File: src/rtl/gpio_bank_ctrl_pkg.sv
// Shared definitions for the GPIO bank controller: bus widths, memory request/response
// encodings, register indices and lane helpers.
package gpio_bank_ctrl_pkg;

    localparam int ADDR_W      = 32;
    localparam int WORD_W      = 32;
    localparam int MEM_COUNT_W = 3;
    localparam int MEM_CODE_W  = 3;

    localparam int GPIO_BANK_STRIDE = 32;
    localparam int GPIO_BANK_LSB    = $clog2(GPIO_BANK_STRIDE);

    localparam logic [2:0] GPIO_REG_OUT  = 3'd0;
    localparam logic [2:0] GPIO_REG_DIR  = 3'd1;
    localparam logic [2:0] GPIO_REG_IN   = 3'd2;
    localparam logic [2:0] GPIO_REG_IEN  = 3'd3;
    localparam logic [2:0] GPIO_REG_PEND = 3'd4;

    typedef enum logic [MEM_COUNT_W-1:0] {
        MEM_COUNT_NONE = 3'd0,
        MEM_COUNT_BYTE = 3'd1,
        MEM_COUNT_HALF = 3'd2,
        MEM_COUNT_WORD = 3'd3
    } mem_count_e;

    typedef enum logic [MEM_CODE_W-1:0] {
        MEM_CODE_IDLE       = 3'd0,
        MEM_CODE_READ       = 3'd1,
        MEM_CODE_WRITE      = 3'd2,
        MEM_CODE_INVALID    = 3'd3,
        MEM_CODE_MISALIGNED = 3'd4
    } mem_code_e;

    // Expand a 4-bit byte-lane mask into a 32-bit bit mask.
    function automatic logic [31:0] lane_bits(input logic [3:0] lanes);
        logic [31:0] bits;
        for (int i = 0; i < 4; i++) begin
            bits[8*i +: 8] = {8{lanes[i]}};
        end
        return bits;
    endfunction

    // Registers 5..7 do not exist and IN cannot be written.
    function automatic logic reg_access_ok(input logic [2:0] idx, input logic is_write);
        logic ok;
        if (idx > GPIO_REG_PEND) begin
            ok = 1'b0;
        end else if (is_write && (idx == GPIO_REG_IN)) begin
            ok = 1'b0;
        end else begin
            ok = 1'b1;
        end
        return ok;
    endfunction

    // Replace only the bits selected by mask.
    function automatic logic [31:0] merge_lanes(input logic [31:0] old_val,
                                                input logic [31:0] new_val,
                                                input logic [31:0] mask);
        return (old_val & ~mask) | (new_val & mask);
    endfunction

endpackage

File: src/rtl/gpio_sync_edge.sv
// Per-bank pad input synchroniser with a registered previous value for 0->1 detection.
module gpio_sync_edge
#(
    parameter int SYNC_STAGES = 2
) (
    input  logic        clk,
    input  logic        reset,
    input  logic [31:0] pins,
    output logic [31:0] synced,
    output logic [31:0] rise
);

    logic [31:0] stage_r [SYNC_STAGES];
    logic [31:0] prev_r;

    // Synchroniser chain plus the previous synchronised value
    always_ff @(posedge clk) begin
        if (reset) begin
            for (int i = 0; i < SYNC_STAGES; i++) begin
                stage_r[i] <= 32'h0;
            end
            prev_r <= 32'h0;
        end else begin
            stage_r[0] <= pins;
            for (int i = 1; i < SYNC_STAGES; i++) begin
                stage_r[i] <= stage_r[i-1];
            end
            prev_r <= stage_r[SYNC_STAGES-1];
        end
    end

    assign synced = stage_r[SYNC_STAGES-1];
    assign rise   = stage_r[SYNC_STAGES-1] & ~prev_r;

endmodule

File: src/rtl/gpio_bank_ctrl.sv
// GPIO bank controller: memory-mapped OUT/DIR/IN/IEN/PEND registers per 32-bit bank,
// single-cycle registered responses and a rising-edge interrupt.
module gpio_bank_ctrl
    import gpio_bank_ctrl_pkg::*;
#(
    parameter int N_BANKS     = 2,
    parameter int SYNC_STAGES = 2
) (
    input  logic                    clk,
    input  logic                    reset,
    input  logic [ADDR_W-1:0]       i_req_addr,
    input  logic [WORD_W-1:0]       i_req_wr_data,
    input  logic                    i_req_wr_en,
    input  logic [MEM_COUNT_W-1:0]  i_req_count,
    output logic [WORD_W-1:0]       o_res_rd_data,
    output logic [MEM_CODE_W-1:0]   o_res_code,
    input  logic [N_BANKS*32-1:0]   i_gpio_in,
    output logic [N_BANKS*32-1:0]   o_gpio_out,
    output logic [N_BANKS*32-1:0]   o_gpio_oe,
    output logic                    o_irq
);

    localparam int BANK_W = (N_BANKS > 1) ? $clog2(N_BANKS) : 1;

    logic [31:0]        out_r      [N_BANKS];
    logic [31:0]        dir_r      [N_BANKS];
    logic [31:0]        ien_r      [N_BANKS];
    logic [31:0]        pend_r     [N_BANKS];
    logic [31:0]        sync_s     [N_BANKS];
    logic [31:0]        rise_s     [N_BANKS];
    logic [31:0]        pend_clr_s [N_BANKS];

    logic [BANK_W-1:0]  bank_s;
    logic [2:0]         reg_s;
    logic [1:0]         off_s;
    logic [3:0]         lanes_s;
    logic [31:0]        bits_s;
    logic [31:0]        wr_shift_s;
    logic [31:0]        sel_val_s;
    logic [WORD_W-1:0]  rd_data_s;
    logic               count_ok_s;
    logic               aligned_s;
    logic               wr_ok_s;
    logic               irq_s;
    mem_code_e          code_s;

    logic [WORD_W-1:0]  rd_data_r;
    mem_code_e          code_r;
    logic               irq_r;
    logic               unused_addr_s;

    assign reg_s      = i_req_addr[4:2];
    assign off_s      = i_req_addr[1:0];
    assign bits_s     = lane_bits(lanes_s);
    assign wr_shift_s = i_req_wr_data << {off_s, 3'b000};

    generate
        if (N_BANKS > 1) begin : g_bank_sel
            assign bank_s        = i_req_addr[GPIO_BANK_LSB +: BANK_W];
            assign unused_addr_s = ^i_req_addr[ADDR_W-1:GPIO_BANK_LSB+BANK_W];
        end else begin : g_bank_one
            assign bank_s        = 1'b0;
            assign unused_addr_s = ^i_req_addr[ADDR_W-1:GPIO_BANK_LSB];
        end

        for (genvar b = 0; b < N_BANKS; b++) begin : g_bank
            gpio_sync_edge #(
                .SYNC_STAGES (SYNC_STAGES)
            ) u_sync_edge (
                .clk    (clk),
                .reset  (reset),
                .pins   (i_gpio_in[32*b +: 32]),
                .synced (sync_s[b]),
                .rise   (rise_s[b])
            );

            assign o_gpio_out[32*b +: 32] = out_r[b];
            assign o_gpio_oe[32*b +: 32]  = dir_r[b];
        end
    endgenerate

    // Access size to byte lanes and alignment; NONE and unencoded sizes are rejected
    always_comb begin
        count_ok_s = 1'b1;
        aligned_s  = 1'b1;
        lanes_s    = 4'b0000;
        case (i_req_count)
            MEM_COUNT_BYTE: begin
                lanes_s = 4'b0001 << off_s;
            end
            MEM_COUNT_HALF: begin
                lanes_s   = 4'b0011 << off_s;
                aligned_s = ~off_s[0];
            end
            MEM_COUNT_WORD: begin
                lanes_s   = 4'b1111;
                aligned_s = (off_s == 2'd0);
            end
            default: begin
                count_ok_s = 1'b0;
            end
        endcase
    end

    // Read mux; IN and PEND present their pre-edge values
    always_comb begin
        sel_val_s = 32'h0;
        case (reg_s)
            GPIO_REG_OUT:  sel_val_s = out_r[bank_s];
            GPIO_REG_DIR:  sel_val_s = dir_r[bank_s];
            GPIO_REG_IN:   sel_val_s = sync_s[bank_s];
            GPIO_REG_IEN:  sel_val_s = ien_r[bank_s];
            GPIO_REG_PEND: sel_val_s = pend_r[bank_s];
            default:       sel_val_s = 32'h0;
        endcase
    end

    // Response classification: misalignment is checked before register validity
    always_comb begin
        code_s    = MEM_CODE_INVALID;
        rd_data_s = '0;
        wr_ok_s   = 1'b0;
        if (!count_ok_s) begin
            code_s = MEM_CODE_INVALID;
        end else if (!aligned_s) begin
            code_s = MEM_CODE_MISALIGNED;
        end else if (!reg_access_ok(reg_s, i_req_wr_en)) begin
            code_s = MEM_CODE_INVALID;
        end else if (i_req_wr_en) begin
            code_s  = MEM_CODE_WRITE;
            wr_ok_s = 1'b1;
        end else begin
            code_s    = MEM_CODE_READ;
            rd_data_s = (sel_val_s & bits_s) >> {off_s, 3'b000};
        end
    end

    // Per-bank write-1-to-clear mask for PEND
    always_comb begin
        for (int b = 0; b < N_BANKS; b++) begin
            pend_clr_s[b] = 32'h0;
            if (wr_ok_s && (bank_s == BANK_W'(b)) && (reg_s == GPIO_REG_PEND)) begin
                pend_clr_s[b] = wr_shift_s & bits_s;
            end else begin
                pend_clr_s[b] = 32'h0;
            end
        end
    end

    // Interrupt request before registering
    always_comb begin
        irq_s = 1'b0;
        for (int b = 0; b < N_BANKS; b++) begin
            irq_s = irq_s | (|(pend_r[b] & ien_r[b]));
        end
    end

    // Register file, pending bits and response/interrupt registers
    always_ff @(posedge clk) begin
        if (reset) begin
            for (int b = 0; b < N_BANKS; b++) begin
                out_r[b]  <= 32'h0;
                dir_r[b]  <= 32'h0;
                ien_r[b]  <= 32'h0;
                pend_r[b] <= 32'h0;
            end
            rd_data_r <= '0;
            code_r    <= MEM_CODE_IDLE;
            irq_r     <= 1'b0;
        end else begin
            rd_data_r <= rd_data_s;
            code_r    <= code_s;
            irq_r     <= irq_s;
            for (int b = 0; b < N_BANKS; b++) begin
                if (wr_ok_s && (bank_s == BANK_W'(b))) begin
                    case (reg_s)
                        GPIO_REG_OUT: out_r[b] <= merge_lanes(out_r[b], wr_shift_s, bits_s);
                        GPIO_REG_DIR: dir_r[b] <= merge_lanes(dir_r[b], wr_shift_s, bits_s);
                        GPIO_REG_IEN: ien_r[b] <= merge_lanes(ien_r[b], wr_shift_s, bits_s);
                        default: ;
                    endcase
                end
                // A new edge outranks a simultaneous clear
                pend_r[b] <= (pend_r[b] & ~pend_clr_s[b]) | (rise_s[b] & ien_r[b]);
            end
        end
    end

    assign o_res_rd_data = rd_data_r;
    assign o_res_code    = code_r;
    assign o_irq         = irq_r;

endmodule

File: config.mk
export PLATFORM = sky130hd
export DESIGN_NAME = gpio_bank_ctrl
export DESIGN_NICKNAME = d
export VERILOG_FILES = /design/src/rtl/gpio_bank_ctrl_pkg.sv /design/src/rtl/gpio_sync_edge.sv /design/src/rtl/gpio_bank_ctrl.sv
export SDC_FILE = /design/constraint.sdc
export NUM_CORES = 1
export LEC_CHECK = 0
export ABC_CLOCK_PERIOD_IN_PS = 4200
export BUFFER_PORTS_ARGS = -buffer_cell sky130_fd_sc_hd__buf_2
export CORE_MARGIN = 5
export CORE_UTILIZATION = 58
export DETAILED_ROUTE_END_ITERATION = 12
export GPL_TIMING_DRIVEN = 0
export PLACE_DENSITY = 0.8
export SETUP_SLACK_MARGIN = 0.02
export SYNTH_ARGS = -nofsm -noshare
export SYNTH_HDL_FRONTEND = slang
export SYNTH_HIERARCHICAL = 1
export SYNTH_SLANG_ARGS = --single-unit
export TNS_END_PERCENT = 100
File: constraint.sdc
create_clock -name clk -period 4.2 [get_ports clk]
set_input_delay 0.21 -clock clk [delete_from_list [all_inputs] [get_ports clk]]
set_output_delay 0.21 -clock clk [all_outputs]
set_load 0.005 [all_outputs]
Word-level counts from Yosys, hierarchy flattened:

Memories as Yosys holds them, arrays and structs flattened.
Cells that the tools add are included.

* register bits after elaboration: 100
* RAM bits: 384
* input bits: 134
* output and inout port bits: 164
* logic and storage cells: 142
* memories: 6

* $lt $le $gt $ge: 2
* equal/unequal tests: 7
* shift operators: 4
* multiplexer cells: 57
* bitwise operators: 48
* reductions and logical operators: 12

Memory list
* dir_r: depth 2, width 32, rd ports 3, clocked after memory_dff 0, write ports 2, RTL line gpio_bank_ctrl.sv:26 `logic [31:0] dir_r [N_BANKS];`
* g_bank[0].u_sync_edge.stage_r: depth 2, width 32, rd ports 2, clocked after memory_dff 0, write ports 2, RTL line gpio_sync_edge.sv:13 `logic [31:0] stage_r [SYNC_STAGES];`
* g_bank[1].u_sync_edge.stage_r: depth 2, width 32, rd ports 2, clocked after memory_dff 0, write ports 2, RTL line gpio_sync_edge.sv:13
* ien_r: depth 2, width 32, rd ports 3, clocked after memory_dff 0, write ports 2, RTL line gpio_bank_ctrl.sv:27 `logic [31:0] ien_r [N_BANKS];`
* out_r: depth 2, width 32, rd ports 3, clocked after memory_dff 0, write ports 2, RTL line gpio_bank_ctrl.sv:25 `logic [31:0] out_r [N_BANKS];`
* pend_r: depth 2, width 32, rd ports 3, clocked after memory_dff 0, write ports 2, RTL line gpio_bank_ctrl.sv:28 `logic [31:0] pend_r [N_BANKS];`

Operators with widths (number)
* $mux W32: 17
* $and A32 B32 Y32: 16
* $or A32 B32 Y32: 8
* $not A32 Y32: 5
* $pmux W32 S5: 1
* $reduce_or A32 Y1: 2
* $mux W1: 33
* $shl A32 B5 Y32: 1
* $shr A32 B5 Y32: 1
* $or A1 B1 Y1: 13
* $eq A3 B2 Y1 const B: 4
* $pmux W4 S3: 1
* $eq A3 B1 Y1 const B: 2
* $mux W2: 3
* $logic_and A1 B1 Y1: 5
* $not A1 Y1: 5
* $reduce_or A5 Y1: 1
* $shl A1 B2 Y4 const A: 1
* $shl A2 B2 Y4 const A: 1
* $eq A3 B3 Y1 const B: 1
* $gt A3 B3 Y1 const B: 1
* $logic_not A3 Y1: 1
* $mux W3: 1
* $reduce_or A3 Y1: 1
* 5 further kinds: 5

Depth between registers and ports, before layout:

Gate-level depths: netlist of the first run.

* word-level depth: 16
* depth in mapped cells: 10
* gate-level depth less buffers: 6

Cells and area by module:

Netlist of the first run, hierarchy kept.

By module, submodules not included
* gpio_bank_ctrl: times used 1, cells each 1498, area each 15293.4 um^2, seq. area each 7767.4 um^2
* gpio_sync_edge: times used 2, cells each 266, area each 3040.4 um^2, seq. area each 1921.8 um^2

Least setup slack after synthesis of the first run:

No wires, ideal clock.

* path type: input to register
* start point: in i_req_addr[2]
* end point: mem dir_r[1][0] (enable)
* library setup time: 428 ps
* arrival time: 2635 ps
* data required time: 3772 ps
* setup slack: 1137 ps
* stages on the path: 6
* path buffers: 1
* cell sequence: buf_4 > o21ai_2 > nand4_4 > nor2_1 > nand2_1 > o21bai_1

RTL lines
* start, declared: RTL line gpio_bank_ctrl.sv:11 `input logic [ADDR_W-1:0] i_req_addr,`
* end, declared: RTL line gpio_bank_ctrl.sv:26

Worst setup path after layout of the first run:

* start point: in i_req_addr[5]
* end point: reg rd_data_r[2], in the netlist o_res_rd_data[2]

* word-level cells in the longest chain between the ends: 7
* elaborated cells between the ends (all ways): 11
* those cells by class: shift: 1; mux: 4; bitwise: 2; memory: 4

RTL lines
* $not A1 Y2 (not written as such): RTL line gpio_bank_ctrl.sv:111 `GPIO_REG_IN: sel_val_s = sync_s[bank_s];`
* $mux W32 (not written as such) (3 in series): RTL line gpio_bank_ctrl.sv:111
* $pmux W32 S5 *: RTL line gpio_bank_ctrl.sv:108 `case (reg_s)`
* $and A32 B32 Y32 *: RTL line gpio_bank_ctrl.sv:134 `rd_data_s = (sel_val_s & bits_s) >> {off_s, 3'b000};`
* $shr A32 B5 Y32 *: RTL line gpio_bank_ctrl.sv:134
* end signal, assigned: RTL line gpio_bank_ctrl.sv:171 `rd_data_r <= rd_data_s;`
* end, declared: RTL line gpio_bank_ctrl.sv:47 `logic [WORD_W-1:0] rd_data_r;`

Every way passes the cells marked *; elsewhere a longest branch is shown, timed or not. The select of a mux whose other input is x is not followed.
A chain may end at the register's enable or synchronous reset.

==> results of run 1 <==
==> worst max-delay path: stages <==
cell,delay [ns]
buf_2,0.16
clkbuf_1,0.81
mux2i_1,0.37
o22ai_1,0.21
nor3_1,1.26
o22ai_1,0.23
a221oi_1,0.43
nor2_1,0.07
==> worst max path at each step <==
stage             startpoint                to  slack, ns  depth (start not counted)
3_5_place_dp   i_req_addr[5]  o_res_rd_data[2]       0.65                          8
5_1_grt        i_req_addr[5]  o_res_rd_data[2]       1.08                          8
2_1_floorplan  i_req_addr[2]       dir_r[1][0]       1.14                          6
3_3_place_gp   i_req_addr[3]      out_r[1][16]      -0.55                          7
4_1_cts        i_req_addr[5]  o_res_rd_data[2]       1.27                          8
6_report       i_req_addr[5]  o_res_rd_data[2]       0.92                          8
==> kinds of logic after synthesis <==
kind of cell,Yosys count,synth area share
AO/OA/AOI/OAI,473,0.1425
flip-flops,484,0.5432
multiplexers,166,0.08623
buffers and inverters,192,0.05649
AND/OR/NAND/NOR,715,0.1716
==> flip-flops by register name (all words and copies together), names as in the netlist <==
name and cells:
o_irq 1, o_res_rd_data 32, pend_r 64, g_bank.u_sync_edge/stage_r 128
ien_r 64, o_res_code 3, dir_r 64, g_bank.u_sync_edge/prev_r 64
out_r 64
==> stage by stage <==
step,instances,hold WS (ns)
3_5_place_dp,2772,0.4204
2_1_floorplan,2030,0.3382
3_3_place_gp,2764,0.4179
4_1_cts,2928,0.03115
5_1_grt,2928,0.08260
6_report,2928,0.06130
==> repair_timing <==
action | 4_1_cts | 5_1_grt
endpoints found under the setup margin | 0 | 0
hold buffers | 65 | 0
setup buffers | 0 | 0
hold endpoints to repair | 65 | 0
==> layout by cell type, fill, tap and decap left out, types with 5 or more instances in the layout <==
| cell type | n |
|---|---|
| nor3_1 | 20 |
| a22oi_1 | 48 |
| o21ai_0 | 31 |
| mux2_2 | 15 |
| nand4_1 | 6 |
| nand2b_1 | 8 |
| mux4_2 | 13 |
| dfxtp_1 | 292 |
| a2111oi_4 | 8 |
| a2bb2oi_1 | 14 |
| o211ai_1 | 8 |
| buf_2 | 334 |
| nor4_1 | 5 |
| edfxtp_1 | 192 |
| dlygate4sd3_1 | 65 |
| mux2i_1 | 138 |
| clkinv_2 | 8 |
| or2_2 | 5 |
| clkbuf_1 | 38 |
| o22ai_1 | 58 |
| nor2b_1 | 259 |
| a211oi_2 | 8 |
| nor2_1 | 184 |
| clkbuf_8 | 6 |
| a211o_1 | 5 |
| nand2_1 | 181 |
| nand3b_1 | 10 |
| a221oi_1 | 22 |
| buf_4 | 79 |
| and2_1 | 9 |
| clkbuf_16 | 55 |
| a22o_1 | 9 |
| a21oi_1 | 237 |
| buf_6 | 18 |
==> power by group <==
group	internal [mW]	leakage, nW	switching (mW)	total (mW)
sequential	5.04	4.37	0.144	5.18
clock	2.61	0.823	1.91	4.52
combinational	0.427	5.15	0.664	1.09
==> synth_stat cells (all sizes together), types with 7 or more instances <==
cell,number
nor3,22
o22ai,58
nand2b,8
and2,9
nor2b,259
nor4,7
a221oi,22
a22oi,48
nor2,185
o211ai,8
buf,164
nand3b,11
a22o,9
a21oi,237
a211oi,11
a2bb2oi,14
dfxtp,292
clkbuf,26
mux4,13
o21ai,38
nand4,8
edfxtp,192
mux2i,138
a2111oi,8
mux2,15
nand2,184
==> cell type report <==
| class | instances | area (um^2) |
|---|---|---|
| Clock buffer | 73 | 1504 |
| Sequential cell | 484 | 11610 |
| Inverter | 2 | 7.507 |
| Multi-Input combinational cell | 1354 | 8633 |
| Fill cell | 2713 | 10710 |
| Buffer | 190 | 1200 |
| Clock inverter | 18 | 156.4 |
| Timing Repair Buffer | 339 | 2113 |
| Tap cell | 468 | 585.6 |
==> routing by layer <==
metal  routed length (um)  track usage  share of wire  up-vias
li1                     -            -              -     7935
met1                30060       0.5137           0.37     8760
met2                35750       0.5910           0.44     1434
met3                10950       0.1041           0.13      252
met4                 5198       0.2080          0.063        4
met5                  115      0.01786         0.0014        -
==> impl_metrics.ini, run 1 <==
[cts]
cts_buffers = 49
cts.sinks = 484
root_buffer = clkbuf_16
clk_pin_slew_worst_paths_ns = 0.06
htreeDepth = 2
cts_tree = done
clockBufferDepth = 3
clk-insertion-delay-late_ns = 0.59
post_cts_resized = 0

[route]
first_pass_iters = 6
final_antenna_net_count = 0
drc = 0
wire_per_inst_um = 28.03
drt-initial-drc-count = 2590
num_vias = 18390
totalWireLength_um = 82070
viasPerCell = 6.279

[yosys]
avgSynthCellArea_um2 = 10.53
synth_top_cell_area_share = 0.2735
synth_area_leader_cell = dfxtp_1
syn-num-nets = 2164
ys_seq_area_frac = 0.5432
async_flop_share = 0
synthTopCellsByArea = dfxtp_1 27%, edfxtp_1 27%, nor2b_1 7.6%
syn-cell-area_mm2 = 0.02137
ys_ff_latch = 484
yosys_most_used_dff = dfxtp_1
synthDistinctLibCells = 62
synth_warnings = 6
synth_edf_count = 192
synthCells = 2030

[timing]
tightest_slew_ns = 1.559
grt_setup_unrepaired = false
fin_ws_ns = 0.9176
max_slew_margin = -0.04757
max_freq_ghz = 0.3047
tns_ns = 0
fin_skew_ns = 0.02006
slew_violations = 4
finalCritPeriodShare = 0.7815
finalCriticalPeriod_ns = 3.282
finalSetupViolCount = 0
hold_viol = 0

[worst_setup_path]
ff2ff_path_depth = 6
path_class = in2reg
r2r_slack_ns = 1.22
crit_required_ns = 4.67
r2r_end = o_res_rd_data[2]
worstPathArrival_ns = 3.75
crit_fanout = 10
endpoint_kind = register
r2r_start = dir_r[1][26]
worst_setup_path_start_kind = primary input

[floorplan]
rows = 70
die_w_um = 202.0
start_util = 0.5852
die_height_um = 202.0
die-area_mm2 = 0.04079
pin_count = 298
core-area_mm2 = 0.03652

[placed_design]
placed_cell_area_mm2 = 0.02350
place.gp.congestion = 1.039
dp_hpwl_um = 59470
pre_cts_ws_ns = 0.6489
io_buffer_count = 266

[global_route]
grt_pass1_vias = 17690
grt_use_total = 0.3902
overflow = 0
grt_max_degree = 33
grt_antenna_before_repair = 1
grt_pass1_wl_um = 119000

[final_layout]
syn2layout_area_growth_pct = 20.76
antenna_cells = 0
final_core_util = 0.7067
layout-drive-gt1-share = 0.2394
design_area_mm2 = 0.02581
finalNetCount = 2554

[power]
p_leak_nw = 10.35
power_density_mw_per_mm2 = 418.3
ir_drop_uv = 398.6
total_power_mw = 10.80

[min_path]
min_to = o_res_code[2]
hold_path.class = in2reg
hold_path_depth = 3
hp-start = i_req_addr[0]

[status]
outcome = finished, violations left
violations = capacitance limit, slew limit

[flow_run]
drv_cap = 1
(Power assumes the default switching activity.)
==> run 2: changes to the inputs <==
--- a/config.mk
+++ b/config.mk
@@ -5,13 +5,13 @@
 export SDC_FILE = /design/constraint.sdc
 export NUM_CORES = 1
 export LEC_CHECK = 0
-export ABC_CLOCK_PERIOD_IN_PS = 4200
+export ABC_CLOCK_PERIOD_IN_PS = 2900
 export BUFFER_PORTS_ARGS = -buffer_cell sky130_fd_sc_hd__buf_2
 export CORE_MARGIN = 5
-export CORE_UTILIZATION = 58
+export CORE_UTILIZATION = 52
 export DETAILED_ROUTE_END_ITERATION = 12
 export GPL_TIMING_DRIVEN = 0
-export PLACE_DENSITY = 0.8
+export PLACE_DENSITY = 0.76
 export SETUP_SLACK_MARGIN = 0.02
 export SYNTH_ARGS = -nofsm -noshare
 export SYNTH_HDL_FRONTEND = slang
==> constraint.sdc (replaced) <==
create_clock -name clk -period 2.9 [get_ports clk]
set_input_delay 0.145 -clock clk [delete_from_list [all_inputs] [get_ports clk]]
set_output_delay 0.145 -clock clk [all_outputs]
set_load 0.005 [all_outputs]
==> run 2 against run 1 <==
The flow now finishes without violations. First-iteration DRC count decreased by 10%. Final cell count grew 2.2%. Wire length shrank 0.68%. Critical endpoint is now o_res_rd_data[0]. Largest cell class unchanged. Non-clock buffer count increased by 3.
==> impl_metrics.ini, run 2 (synthesized netlist as in run 1, its figures left out) <==
[cts]
clockBufferDepth = 3
htreeDepth = 2
cts_buffers = 49
root_buffer = clkbuf_16
clk_pin_slew_worst_paths_ns = 0.06
cts_tree = done
postCtsSetupBuffers = 0
cts.sinks = 484
clk-insertion-delay-late_ns = 0.60

[global_route]
grt_pass1_vias = 17120
grt_max_degree = 33
grt_antenna_before_repair = 0
grt_pass1_wl_um = 115800
grt_use_total = 0.3477
overflow = 0

[worst_setup_path]
worst_setup_path_start_kind = primary input
crit_required_ns = 3.36
r2r_slack_ns = 0.30
crit_fanout = 10
critPathCapture = o_res_rd_data[0]
worstPathArrival_ns = 3.27
crit_start = i_req_addr[5]
r2r_end = o_res_rd_data[0]
crit_path_max_incr_delay_ns = 0.80
cp_cell_sequence = buf_2, clkdlybuf4s15_1, mux2i_1, o22ai_1, nor3_2, o22ai_1, a221oi_1, nor2_1
critPathMostFrequentCell = o22ai_1
ff2ff_path_depth = 6
path_class = in2reg
r2r_start = dir_r[0][24]
slowest_stage = clkdlybuf4s15_1
endpoint_kind = register

[final_layout]
antenna_cells = 0
multi_input_area_mm2 = 0.008663
fillers = 3259
finalNetCount = 2557
regMostFlops = g_bank.u_sync_edge/stage_r
syn2layout_area_growth_pct = 21.93
layout-drive-gt1-share = 0.2442
final_common_cell = buf_2
final_cell_mix = 334 x buf_2, 292 x dfxtp_1, 259 x nor2b_1
largest_reg_flops = 128
final_core_util = 0.6397
register_area_mm2 = 0.01161

[floorplan]
start_util = 0.5247
die_w_um = 212.7
core-area_mm2 = 0.04074
rows = 74
die-area_mm2 = 0.04526
die_height_um = 212.7
pin_count = 298

[timing]
finalCriticalPeriod_ns = 2.803
max_slew_margin = 0.1343
finalSetupViolCount = 0
hold_viol = 0
max_freq_ghz = 0.3568
tightest_slew_ns = 1.287
tns_ns = 0
grt_setup_unrepaired = false
finalHoldWorstSlack_ns = 0.04770
fin_skew_ns = 0.02904
slew_violations = 0
finalCritPeriodShare = 0.9665

[status]
outcome = finished clean

[route]
viasPerCell = 6.135
totalWireLength_um = 81510
first_pass_iters = 6
final_antenna_net_count = 0
drc = 0
drt-initial-drc-count = 2323
wire_per_inst_um = 27.23
num_vias = 18360

[power]
p_leak_nw = 10.41
ir_drop_uv = 521.2
power_density_mw_per_mm2 = 614.0
total_power_mw = 16.00

[placed_design]
place.gp.congestion = 1.019
dp_hpwl_um = 60900
io_buffer_count = 266

[flow_run]
drv_cap = 0

[min_path]
hold_path.class = in2reg
hold_path_depth = 3
-- run 2: worst max-delay path, delay by kind of cell --
kind                   cells  cell delay [ns]
AO/OA/AOI/OAI              3             0.94
buffers and inverters      2             0.97
multiplexers               1             0.40
AND/OR/NAND/NOR            2             0.79
-- run 2: repair_timing --
action                                 in CTS  in global routing
endpoints found under the hold margin      66                  0
hold buffers                               66                  0
resized for setup                           2                  6
setup endpoints to repair                   2                  4
-- run 2: how the worst min path moves through the flow --
| stage | slack [ns] | startpoint | end |
|---|---|---|---|
| after floorplan | 0.27 | i_gpio_in[0] | g_bank[0].u_sync_edge/stage_r[0][0] |
| after global placement | 0.36 | i_gpio_in[34] | g_bank[1].u_sync_edge/stage_r[0][2] |
| after detailed placement | 0.36 | i_gpio_in[58] | g_bank[1].u_sync_edge/stage_r[0][26] |
| after CTS | 0.009 | i_req_addr[1] | o_res_code[2] |
| after global routing | 0.09 | i_req_addr[1] | o_res_code[2] |
| final | 0.05 | i_req_addr[1] | o_res_code[2] |
-- run 2: per-stage QoR --
| step | area (um^2) | cells | worst slack, ns |
|---|---|---|---|
| after floorplan | 21370 | 2030 | -0.09778 |
| after global placement | 23370 | 2828 | -1.666 |
| after detailed placement | 23590 | 2838 | -0.6652 |
| after CTS | 26040 | 2993 | 0.02842 |
| after global routing | 26060 | 2993 | 0.05667 |
| final | 26060 | 2993 | 0.09708 |
-- run 2: cell type report --
| cell class | count | area share |
|---|---|---|
| Inverter | 2 | 0.0002880 |
| Tap cell | 532 | 0.02554 |
| Clock inverter | 23 | 0.01306 |
| Clock buffer | 66 | 0.05502 |
| Buffer | 190 | 0.04628 |
| Timing Repair Buffer | 342 | 0.08190 |
| Sequential cell | 484 | 0.4455 |
| Multi-Input combinational cell | 1354 | 0.3324 |
-- run 2: where the power goes --
group	leakage, nW	switching [mW]	internal [mW]
logic	5.18	0.958	0.621
registers	4.37	0.205	7.30
clock network	0.862	2.73	4.19
total	10.4	3.89	12.1
-- run 2: per-layer routing --
metal | share of wire | global-route usage
met5 | 0 | 0
met4 | 0.059 | 0.1713
met3 | 0.13 | 0.08860
met2 | 0.43 | 0.5208
met1 | 0.38 | 0.4730
